### src/rtl/quad_enc_bank.sv
// quad_enc_bank: NUM_CH quadrature encoders (A/B + button) with per-channel range, mode and sticky status.
// Define QUAD_IRQ_EN to add the CTRL[4:2] interrupt mask and a live irq output.
module quad_enc_bank #(
  parameter int NUM_CH   = 4,
  parameter int CH_AW    = 2,
  parameter int CNT_W    = 8,
  parameter int FILT_LEN = 4,
  parameter int MAX_RST  = 23
) (
  input  logic                clk,
  input  logic                rst_n,
  input  logic [2*NUM_CH-1:0] quad,
  input  logic [NUM_CH-1:0]   button,
  input  logic                write,
  input  logic                read,
  input  logic [CH_AW+1:0]    address,
  input  logic [31:0]         data_in,
  output logic [31:0]         data_out,
  output logic                irq
);

`ifdef QUAD_IRQ_EN
  localparam int CTRL_W = 5;
`else
  localparam int CTRL_W = 2;
`endif

  localparam logic [3:0]        FILT_LAST = 4'(FILT_LEN - 1);
  localparam logic [CNT_W-1:0]  MAX_INIT  = CNT_W'(MAX_RST);
  localparam logic [CNT_W-1:0]  CNT_ONE   = CNT_W'(1);
  localparam logic [CTRL_W-1:0] CTRL_INIT = CTRL_W'(1);

  logic [CH_AW-1:0]         chIdx;
  logic [1:0]               regSel;
  logic [NUM_CH-1:0][31:0]  rdVal;
  logic [NUM_CH-1:0]        irqVec;
  logic [31:0]              rdMux;
  logic [31:0]              dataOut_q;
  logic                     irq_q;
  logic                     unusedData;

  assign chIdx      = address[CH_AW+1:2];
  assign regSel     = address[1:0];
  assign unusedData = ^data_in[31:CNT_W];

  for (genvar c = 0; c < NUM_CH; c++) begin : g_ch
    logic [2:0]            raw;
    logic [2:0]            sync1_q, sync2_q;
    logic [2:0]            filt_q, filt_d;
    logic [2:0]            prev_q;
    logic [2:0][3:0]       filtCnt_q, filtCnt_d;
    logic [CNT_W-1:0]      count_q, count_d;
    logic [CNT_W-1:0]      max_q, max_d;
    logic [3:1]            sticky_q, sticky_d;
    logic [CTRL_W-1:0]     ctrl_q, ctrl_d;
    logic [3:0]            trans;
    logic                  selW, stepVld, stepUp, stepErr, stepApplied, press;
    logic [31:0]           rdSel;

    // Bit order {button, B, A} keeps A/B at the bottom for the Gray decode.
    assign raw   = {button[c], quad[2*c+1], quad[2*c]};
    assign selW  = write && (32'(chIdx) == 32'(c));
    assign trans = {prev_q[1:0], filt_q[1:0]};
    assign press = filt_q[2] && !prev_q[2];

    always_comb begin
      filt_d    = filt_q;
      filtCnt_d = '0;
      for (int b = 0; b < 3; b++) begin
        if (sync2_q[b] != filt_q[b]) begin
          if (filtCnt_q[b] == FILT_LAST) begin
            filt_d[b] = sync2_q[b];
          end else begin
            filtCnt_d[b] = filtCnt_q[b] + 4'd1;
          end
        end
      end
    end

    // x1 mode only honours the A-rising transitions: 00->01 forward, 10->11 reverse.
    always_comb begin
      stepVld = 1'b0;
      stepUp  = 1'b0;
      stepErr = 1'b0;
      case (trans)
        4'b0001, 4'b0111, 4'b1110, 4'b1000: begin
          stepUp  = 1'b1;
          stepVld = ctrl_q[1] || (trans == 4'b0001);
        end
        4'b0100, 4'b1101, 4'b1011, 4'b0010: begin
          stepVld = ctrl_q[1] || (trans == 4'b1011);
        end
        4'b0011, 4'b1100, 4'b0110, 4'b1001: stepErr = 1'b1;
        default: ;
      endcase
    end

    assign stepApplied = stepVld && ctrl_q[0] && !(selW && !regSel[1]);

    always_comb begin
      count_d  = count_q;
      max_d    = max_q;
      ctrl_d   = ctrl_q;
      sticky_d = sticky_q;
      if (selW && regSel == 2'd2) begin
        sticky_d = sticky_q & ~data_in[3:1];
      end
      sticky_d = sticky_d | {stepErr, stepApplied, press};
      if (selW && regSel == 2'd0) begin
        count_d = (data_in[CNT_W-1:0] > max_q) ? max_q : data_in[CNT_W-1:0];
      end else if (selW && regSel == 2'd1) begin
        max_d = data_in[CNT_W-1:0];
        if (data_in[CNT_W-1:0] < count_q) begin
          count_d = data_in[CNT_W-1:0];
        end
      end else if (stepApplied) begin
        if (stepUp) begin
          count_d = (count_q >= max_q) ? '0 : count_q + CNT_ONE;
        end else begin
          count_d = (count_q == '0) ? max_q : count_q - CNT_ONE;
        end
      end
      if (selW && regSel == 2'd3) begin
        ctrl_d = data_in[CTRL_W-1:0];
      end
    end

    always_ff @(posedge clk) begin
      if (!rst_n) begin
        sync1_q   <= '0;
        sync2_q   <= '0;
        filt_q    <= '0;
        prev_q    <= '0;
        filtCnt_q <= '0;
        count_q   <= '0;
        max_q     <= MAX_INIT;
        sticky_q  <= '0;
        ctrl_q    <= CTRL_INIT;
      end else begin
        sync1_q   <= raw;
        sync2_q   <= sync1_q;
        filt_q    <= filt_d;
        prev_q    <= filt_q;
        filtCnt_q <= filtCnt_d;
        count_q   <= count_d;
        max_q     <= max_d;
        sticky_q  <= sticky_d;
        ctrl_q    <= ctrl_d;
      end
    end

    always_comb begin
      rdSel = '0;
      case (regSel)
        2'd0:    rdSel = 32'(count_q);
        2'd1:    rdSel = 32'(max_q);
        2'd2:    rdSel = {28'd0, sticky_q, filt_q[2]};
        default: rdSel = 32'(ctrl_q);
      endcase
    end

    assign rdVal[c] = rdSel;

`ifdef QUAD_IRQ_EN
    assign irqVec[c] = |(sticky_q & ctrl_q[4:2]);
`else
    assign irqVec[c] = 1'b0;
`endif
  end

  // Unpopulated channel slots never match, so they read 0 and swallow writes.
  always_comb begin
    rdMux = '0;
    for (int c = 0; c < NUM_CH; c++) begin
      if (32'(chIdx) == 32'(c)) begin
        rdMux = rdVal[c];
      end
    end
  end

  always_ff @(posedge clk) begin
    if (!rst_n) begin
      dataOut_q <= '0;
      irq_q     <= 1'b0;
    end else begin
      if (read) begin
        dataOut_q <= rdMux;
      end
      irq_q <= |irqVec;
    end
  end

  assign data_out = dataOut_q;
  assign irq      = irq_q;

endmodule

### config.mk
export PLATFORM = sky130hd
export DESIGN_NAME = quad_enc_bank
export DESIGN_NICKNAME = d
export VERILOG_FILES = /design/src/rtl/quad_enc_bank.sv
export SDC_FILE = /design/constraint.sdc
export NUM_CORES = 1
export LEC_CHECK = 0
export CAP_MARGIN = 25
export CELL_PAD_IN_SITES_DETAIL_PLACEMENT = 1
export CELL_PAD_IN_SITES_GLOBAL_PLACEMENT = 2
export CORE_MARGIN = 2
export CORE_UTILIZATION = 36
export DETAILED_ROUTE_END_ITERATION = 8
export DONT_BUFFER_PORTS = 1
export PLACE_DENSITY = 0.79
export SLEW_MARGIN = 20
export SYNTH_ARGS = -nofsm -noshare
export SYNTH_HDL_FRONTEND = slang
export SYNTH_SLANG_ARGS = --single-unit
### constraint.sdc
create_clock -name clk -period 2.8 [get_ports clk]
set_input_delay 0.56 -clock clk [delete_from_list [all_inputs] [get_ports clk]]
set_output_delay 0.56 -clock clk [all_outputs]
set_load 0.05 [all_outputs]
==> impl_metrics.ini, run 1 <==
[status]
outcome = completed

[cts]
ctsHoldBuffers = 0
cts_tree = done
clk_pin_slew_worst_paths_ns = 0.08
clkSinkCount = 188
clk_path_buf_depth = 2
postCtsSetupBuffers = 0
clkLatencyLatePin_ns = 0.45
numCtsBuffers = 17
cts-root-buf = clkbuf_16
htree_levels = 4
cts_resized = 0

[floorplan]
start_util_pct = 36.3
coreArea_um2 = 34300
die_w_um = 190
io_pins = 85
die_area_um2 = 36000
rows = 68
fp.dieH_um = 190

[grt]
antenna_found_initial = 0
grt_max_degree = 88
track_usage_pct = 22.8
overflow = 0
first_global_vias = 11443
grt_pass1_wl_um = 64300

[timing]
finalSetupViolations = 0
finalSetupTns_ns = 0
drv_slew = 0
period_share_pct = 90.2
worst_slack_ns = 0.275
rsz0062_at_grt = no
fmax_mhz = 396
hold_viol = 0
finalCriticalPeriod_ns = 2.53
tightest_slew_ns = 0.825
max_slew_margin_pct = 44.6
skew_ns = 0.00918
hold_slack_ns = 0.201

[worst_hold_path]
min_from = rst_n
min_to = g_ch[0].max_q[4]
min_path_type = input pin to register
hold_depth = 1

[drt]
via_count = 11102
via_per_inst = 5.62
drtPass1Iterations = 4
drtIter0Drc = 626
drtAntennaViolNets = 0
wl_um = 39800
drc = 0
wire_per_inst_um = 20.2

[layout]
drive_gt1_share_pct = 7.57
utilization_pct = 39.6
syn_to_final_growth_pct = 9.17
antenna_cells = 0
fin_area_um2 = 13600
stdcell_count = 1974
nNetsFinal = 1676

[yosys]
synth_edf_count = 0
synth.area.mux_share_pct = 4.79
synthXorXnorAreaFrac_pct = 6.10
synth.area.top_cells = dfxtp_1 (30%), ha_1 (12%), nor2_1 (4.4%)
synth_compound_area_share_pct = 20.0
synth-seq-area-share_pct = 30.3
synth_top_area_share_pct = 30.3
syn_inst = 1512
yosys.area_share.simple_pct = 20.4
syn_area_um2 = 12400
synth_top_cell_by_area = dfxtp_1
synth_warnings = 0
yosys.area_share.adder_pct = 11.7
ys.flop_type = dfxtp_1
synth_seq_cells = 188
yosysUniqueCellTypes = 88
synth_top_family_by_area = simple AND/OR/NAND/NOR gates
async_reset_ff_share_pct = 0
syn_area_per_cell_um2 = 8.22

[placement]
post-place-ws_ns = 0.176
post-dp-hpwl_um = 28600
placed_cells = 1944
dpl_cell_area_um2 = 13000
gp_congestion = 0.871
port_buffers = 0

[setup_path]
required_ns = 3.10
end_kind = register
max_stage_delay_ns = 0.61
r2r-end = g_ch[3].count_q[7]
crit_family = compound AO/OA/AOI/OAI gates
r2r-start = g_ch[3].count_q[1]
cpMaxStageDelayCell = or4b_1
rrSetupSlack_ns = 0.27
crit_type = register to register
path_buf_inv = 1
r2r_cells = 7
crit_chain = inv_1 -> ha_1 -> or4b_1 -> o21ai_1 -> a21oi_1 -> a2111oi_0 -> o32ai_1
cp-start-kind = register
path_max_fanout = 7
arrival_ns = 2.83

[power]
p_per_area_nw_per_um2 = 458
p_total_mw = 6.22
p_leak_nw = 5.37
max-vdd-ir-drop_mv = 0.439

[run]
cap_violations = 0
## worst max-delay path by stage
stage | start | end | slack [ns] | cells past startpoint
2_1_floorplan | data_in[0] | g_ch[1].count_q[6] | 0.07 | 9
3_3_place_gp | data_in[0] | g_ch[1].count_q[6] | 0.25 | 8
3_5_place_dp | data_in[0] | g_ch[1].count_q[6] | 0.18 | 8
4_1_cts | g_ch[3].count_q[2] | g_ch[3].count_q[4] | 0.32 | 7
5_1_grt | g_ch[3].count_q[2] | g_ch[3].count_q[4] | 0.006 | 7
6_report | g_ch[3].count_q[1] | g_ch[3].count_q[7] | 0.27 | 7
## placed cells by master (no fill, tap or decap), types with 16 or more instances in the layout
master     count
a211oi_1      16
buf_4         56
o21ai_1       18
a21oi_1       94
nand4_1       17
nand3_1       78
clkbuf_16     17
o211ai_1      45
conb_1        25
xor2_1        35
o21ai_0       51
nand2b_1      20
nand2_1      142
inv_1         81
dfxtp_1      188
nor2_1       147
mux2i_1       28
and2_1        44
ha_1         116
xnor2_1       49
## state kept, by name, summed over array words and instances (netlist names)
name	cells
g_ch.filtCnt_q	48
g_ch.count_q	32
g_ch.max_q	32
g_ch.filt_q	12
g_ch.prev_q	12
g_ch.sticky_q	12
g_ch.sync1_q	12
g_ch.sync2_q	12
data_out	8
g_ch.ctrl_q	8
## report_power, final
part	switching, mW	total [mW]	internal (mW)
Clock	1.14	2.49	1.35
Sequential	0.0814	2.81	2.73
Combinational	0.548	0.924	0.376
## cell type report
cell class	instances	area, µm²
Sequential cell	188	3760
Fill cell	4098	20700
Multi-Input combinational cell	1161	7920
Timing Repair Buffer	56	420
Inverter	84	317
Clock inverter	11	136
Tap cell	455	569
Clock buffer	19	443
## synth_stat cells, types with 5 or more instances
cell type,count
dfxtp_1,188
nor2_1,147
nand2_1,142
ha_1,116
a21oi_1,94
inv_1,82
nand3_1,78
clkbuf_1,62
o21ai_0,51
xnor2_1,49
o211ai_1,45
and2_1,44
xor2_1,35
mux2i_1,28
buf_4,27
nand2b_1,20
o21ai_1,18
nand4_1,17
a211oi_1,16
a32o_1,15
nor3_1,15
nor2b_1,14
mux4_2,12
a31oi_1,11
a211o_1,10
o21a_1,8
a21o_1,7
and3_1,7
buf_2,7
o311ai_0,7
a221oi_1,6
a22oi_1,6
nor4_1,6
o211a_1,6
o221ai_1,6
a22o_1,5
nand3b_1,5
o31ai_1,5
o32ai_1,5
## routing by layer
layer	up-vias	wire length, µm	track usage, %
li1	5364	-	-
met1	5496	18500	29.4
met2	186	19100	39.0
met3	56	1230	3.06
met4	0	991	7.75
met5	-	0	0
## kinds of logic (layout without fill, tap and decap cells)
family / count (synthesis) / count (layout)
fa+ha+maj: 116 / 116
mux: 44 / 44
compound gates: 364 / 364
simple gates: 527 / 527
other cells: 1 / 25
buf+inv: 187 / 170
flops: 188 / 188
xor+xnor: 85 / 85
Note: power is estimated with default switching activity, not from simulation.
==> run 2: changes to the inputs <==
Settings changed: PLACE_DENSITY 0.79 to unset, PLACE_DENSITY_LB_ADDON set to 0.1, TNS_END_PERCENT set to 5.
==> impl_metrics.ini, run 2 (same netlist as run 1, synthesis figures left out) <==
[floorplan]
rows = 68
io_pins = 85
die_w_um = 190
start_util_pct = 36.3
coreArea_um2 = 34300
die_area_um2 = 36000
fp.dieH_um = 190

[timing]
skew_ns = 0.0134
rsz0062_at_grt = no
fmax_mhz = 398
finalSetupViolations = 0
hold_viol = 0
period_share_pct = 89.6
finalSetupTns_ns = 0
tightest_slew_ns = 0.853
finalCriticalPeriod_ns = 2.51
max_slew_margin_pct = 42.7
drv_slew = 0

[setup_path]
r2r-end = g_ch[1].count_q[4]
cp-start-kind = register
r2r_cells = 9
max_stage_delay_ns = 0.44
crit_chain = inv_1 -> ha_1 -> and4b_1 -> a211oi_2 -> o22ai_2 -> buf_4 -> mux2i_1 -> o311a_1 -> a21oi_1
end_kind = register
arrival_ns = 2.88
required_ns = 3.17
r2r-start = g_ch[1].max_q[1]
path_max_fanout = 8
cpMaxStageDelayCell = a211oi_2
rrSetupSlack_ns = 0.29
crit_type = register to register

[cts]
clkLatencyLatePin_ns = 0.45
clk_pin_slew_worst_paths_ns = 0.07
cts_resized = 0
cts-root-buf = clkbuf_16
numCtsBuffers = 17
postCtsSetupBuffers = 0
clk_path_buf_depth = 2
clkSinkCount = 188
htree_levels = 4
ctsHoldBuffers = 0
cts_tree = done

[grt]
grt_pass1_wl_um = 65200
overflow = 0
first_global_vias = 11348
antenna_found_initial = 0
grt_max_degree = 88
track_usage_pct = 23.5

[placement]
placed_cells = 1952
port_buffers = 0
post-dp-hpwl_um = 30000
dpl_cell_area_um2 = 13100
gp_congestion = 0.813

[layout]
drive_gt1_share_pct = 8.18
syn_to_final_growth_pct = 9.64
reg.largest.list = g_ch.filtCnt_q (48), g_ch.count_q (32), g_ch.max_q (32)
top_register = g_ch.filtCnt_q
nNetsFinal = 1684
final_common_cell = dfxtp_1
stdcell_count = 1984
antenna_cells = 0
nFillCells = 4132
fin_area_um2 = 13600
most-common-layout-cells = dfxtp_1 (188), nor2_1 (147), nand2_1 (142)
largest_reg_flops = 48

[power]
p_per_area_nw_per_um2 = 454
max-vdd-ir-drop_mv = 0.454
p_leak_nw = 5.42
p_total_mw = 6.19

[drt]
drtPass1Iterations = 6
drtIter0Drc = 553
wl_um = 41100
drtAntennaViolNets = 0
drc = 0
via_count = 10998
via_per_inst = 5.54
wire_per_inst_um = 20.7

[run]
cap_violations = 0

[worst_hold_path]
min_from = read
hold_depth = 1
min_path_type = input pin to register
min_to = data_out[3]

[status]
outcome = completed
-- run 2: cell count changes in the layout (fill, tap and decap cells not counted) --
cell / change
clkinv_8: +1
clkinv_4: +2
clkinv_2: +2
bufinv_16: -1
clkinvlp_4: -2
buf_4: +8
-- run 2: metrics by stage --
step	worst slack, ns	util, %	hold slack [ns]
after global placement	0.279	38.1	0.417
after floorplan	0.0743	-	0.412
after detailed placement	0.236	38.1	0.421
after CTS	0.320	39.8	0.169
final	0.290	39.8	0.197
after global routing	0.119	39.8	0.179
-- run 2: worst max-delay path by stage --
stage | from | to | slack (ns) | cells after the start
finish | g_ch[1].max_q[1] | g_ch[1].count_q[4] | 0.29 | 9
global placement | data_in[0] | g_ch[1].count_q[4] | 0.28 | 9
global route | g_ch[3].count_q[2] | g_ch[3].count_q[3] | 0.12 | 7
detailed placement | data_in[0] | g_ch[2].count_q[5] | 0.24 | 8
floorplan | data_in[0] | g_ch[1].count_q[6] | 0.07 | 9
CTS | g_ch[1].max_q[2] | g_ch[1].count_q[4] | 0.32 | 9
-- run 2: report_power, final --
part / switching, mW / internal [mW] / leakage, nW
clock network: 1.17 / 1.27 / 0.284
logic: 0.559 / 0.380 / 3.61
registers: 0.0766 / 2.73 / 1.52
-- run 2: critical path: cells and delay by family, from the launching register on --
family | cells | cell delay, ns
AOI/OAI and AO/OA | 4 | 1.04
DFF | 1 | 0.42
buffers and inverters | 2 | 0.35
adders and majority gates | 1 | 0.31
and+or+nand+nor | 1 | 0.19
muxes | 1 | 0.12
-- run 2: layer usage --
layer	global-route usage (%)	part of all wire [%]	up-vias
li1	-	-	5371
met1	30.7	47	5392
met2	39.4	47	177
met3	3.82	2.9	58
met4	7.36	2.6	0
met5	0	0	-
-- run 2: layout make-up --
class / count / area, µm² / share of cell area [%]
Timing Repair Buffer: 64 / 480 / 3.52
Clock inverter: 13 / 135 / 0.991
Inverter: 84 / 317 / 2.32
Multi-Input combinational cell: 1161 / 7920 / 58.1
Clock buffer: 19 / 443 / 3.25
Sequential cell: 188 / 3760 / 27.6
Tap cell: 455 / 569 / 4.18
==> run 3: changes to the inputs <==
Settings changed: RECOVER_POWER set to 100.
==> impl_metrics.ini, run 3 (same netlist as run 1, synthesis figures left out) <==
[status]
outcome = completed

[cts]
clk_path_buf_depth = 2
ctsHoldBuffers = 0
postCtsSetupBuffers = 0
cts_resized = 0
clk_pin_slew_worst_paths_ns = 0.07
clkLatencyLatePin_ns = 0.46
cts_tree = done
cts-root-buf = clkbuf_16
htree_levels = 4
numCtsBuffers = 17
clkSinkCount = 188

[worst_hold_path]
min_to = data_out[3]
hold_depth = 1
min_from = read
min_path_type = input pin to register

[drt]
drtIter0Drc = 607
wire_per_inst_um = 20.8
drtAntennaViolNets = 0
via_count = 11024
drc = 0
wl_um = 41200
via_per_inst = 5.56
drtPass1Iterations = 5

[floorplan]
die_w_um = 190
start_util_pct = 36.3
die_area_um2 = 36000
io_pins = 85
coreArea_um2 = 34300
fp.dieH_um = 190
rows = 68

[setup_path]
end_kind = register
arrival_ns = 2.88
cp-start-kind = register
crit_type = register to register
rrSetupSlack_ns = 0.30
cpMaxStageDelayCell = a211oi_2
crit_family = compound AO/OA/AOI/OAI gates
crit_chain = inv_1 -> ha_1 -> and4b_1 -> a211oi_2 -> o22ai_2 -> buf_4 -> mux2i_1 -> o311a_1 -> a21oi_1
r2r-end = g_ch[1].count_q[4]
path_max_fanout = 8
r2r_cells = 9
required_ns = 3.18
path_buf_inv = 2
r2r-start = g_ch[1].max_q[1]
max_stage_delay_ns = 0.43

[run]
cap_violations = 0

[timing]
skew_ns = 0.0151
tightest_slew_ns = 1.06
worst_slack_ns = 0.298
hold_viol = 0
drv_slew = 0
finalSetupTns_ns = 0
max_slew_margin_pct = 29.5
rsz0062_at_grt = no
fmax_mhz = 400
period_share_pct = 89.4
finalSetupViolations = 0
finalCriticalPeriod_ns = 2.50

[grt]
use_met3_pct = 3.82
grt_max_degree = 88
grtUsageMet2_pct = 39.4
grt_use_met1_pct = 30.7
overflow = 0
track_usage_pct = 23.5
antenna_found_initial = 0
first_global_vias = 11348
grt.busiest_layer = met2
grt_pass1_wl_um = 65200

[layout]
ff_latch_area_um2 = 3760
top_register = g_ch.filtCnt_q
nNetsFinal = 1684
most-common-layout-cells = dfxtp_1 (188), nor2_1 (148), nand2_1 (142)
nFillCells = 4146
largest_reg_flops = 48
final_common_cell = dfxtp_1
multi_input_area_um2 = 7910
syn_to_final_growth_pct = 9.04
drive_gt1_share_pct = 6.74
reg.largest.list = g_ch.filtCnt_q (48), g_ch.count_q (32), g_ch.max_q (32)
antenna_cells = 0

[placement]
post-place-ws_ns = 0.236
post-dp-hpwl_um = 30000
gp_congestion = 0.813
port_buffers = 0

[power]
max-vdd-ir-drop_mv = 0.456
p_leak_nw = 5.34
p_per_area_nw_per_um2 = 456
run 3: cell types whose count changed in the layout (fill, tap and decap cells not counted), moves of 2 or more:
cell,before,now
and2_1,44,37
clkbuf_1,1,18
buf_4,64,47
and2_0,0,7
inv_2,2,0
inv_1,81,83
run 3: worst reg2reg max path, stage by stage, from the launching register on:
cell and delay, ns:
dfxtp_1 0.42, inv_1 0.13, ha_1 0.31, and4b_1 0.19
a211oi_2 0.43, o22ai_2 0.16, buf_4 0.22, mux2i_1 0.12
o311a_1 0.29, a21oi_1 0.15
run 3: worst max path at each step:
stage	startpoint	endpoint	slack, ns	cells past startpoint
after floorplan	data_in[0]	g_ch[1].count_q[6]	0.07	9
after global placement	data_in[0]	g_ch[1].count_q[4]	0.28	9
after detailed placement	data_in[0]	g_ch[2].count_q[5]	0.24	8
after CTS	g_ch[1].max_q[2]	g_ch[1].count_q[4]	0.32	9
after global routing	g_ch[1].count_q[2]	g_ch[1].count_q[5]	0.1	9
final	g_ch[1].max_q[1]	g_ch[1].count_q[4]	0.30	9
run 3: power by group:
part / switching, mW / total [mW] / internal (mW)
clock network: 1.17 / 2.45 / 1.27
registers: 0.0765 / 2.80 / 2.73
logic: 0.558 / 0.930 / 0.373
total: 1.81 / 6.18 / 4.37
run 3: per-layer routing:
layer | share of wire, % | wire, µm
met1 | 47 | 19400
met2 | 47 | 19400
met3 | 3.0 | 1220
met4 | 2.7 | 1130
met5 | 0 | 0
run 3: per-stage QoR:
stage	hold WS (ns)	area [µm²]	cells	power (mW)	util, %
final	0.197	13600	1984	6.18	39.5
after global routing	0.179	13600	1984	6.49	39.5
after CTS	0.169	13600	1984	6.27	39.8
after detailed placement	0.421	13100	1952	3.80	38.1
after global placement	0.417	13100	1952	3.78	38.1
after floorplan	0.412	12500	1536	3.63	-
run 3: area by class of cell:
type	count	share of cell area [%]
clock buffers	19	3.27
clock inverters	13	0.997
inverters	84	2.34
multi-input cells	1161	58.4
flip-flops and latches	188	27.8
well taps	455	4.20
repair buffers	64	3.07
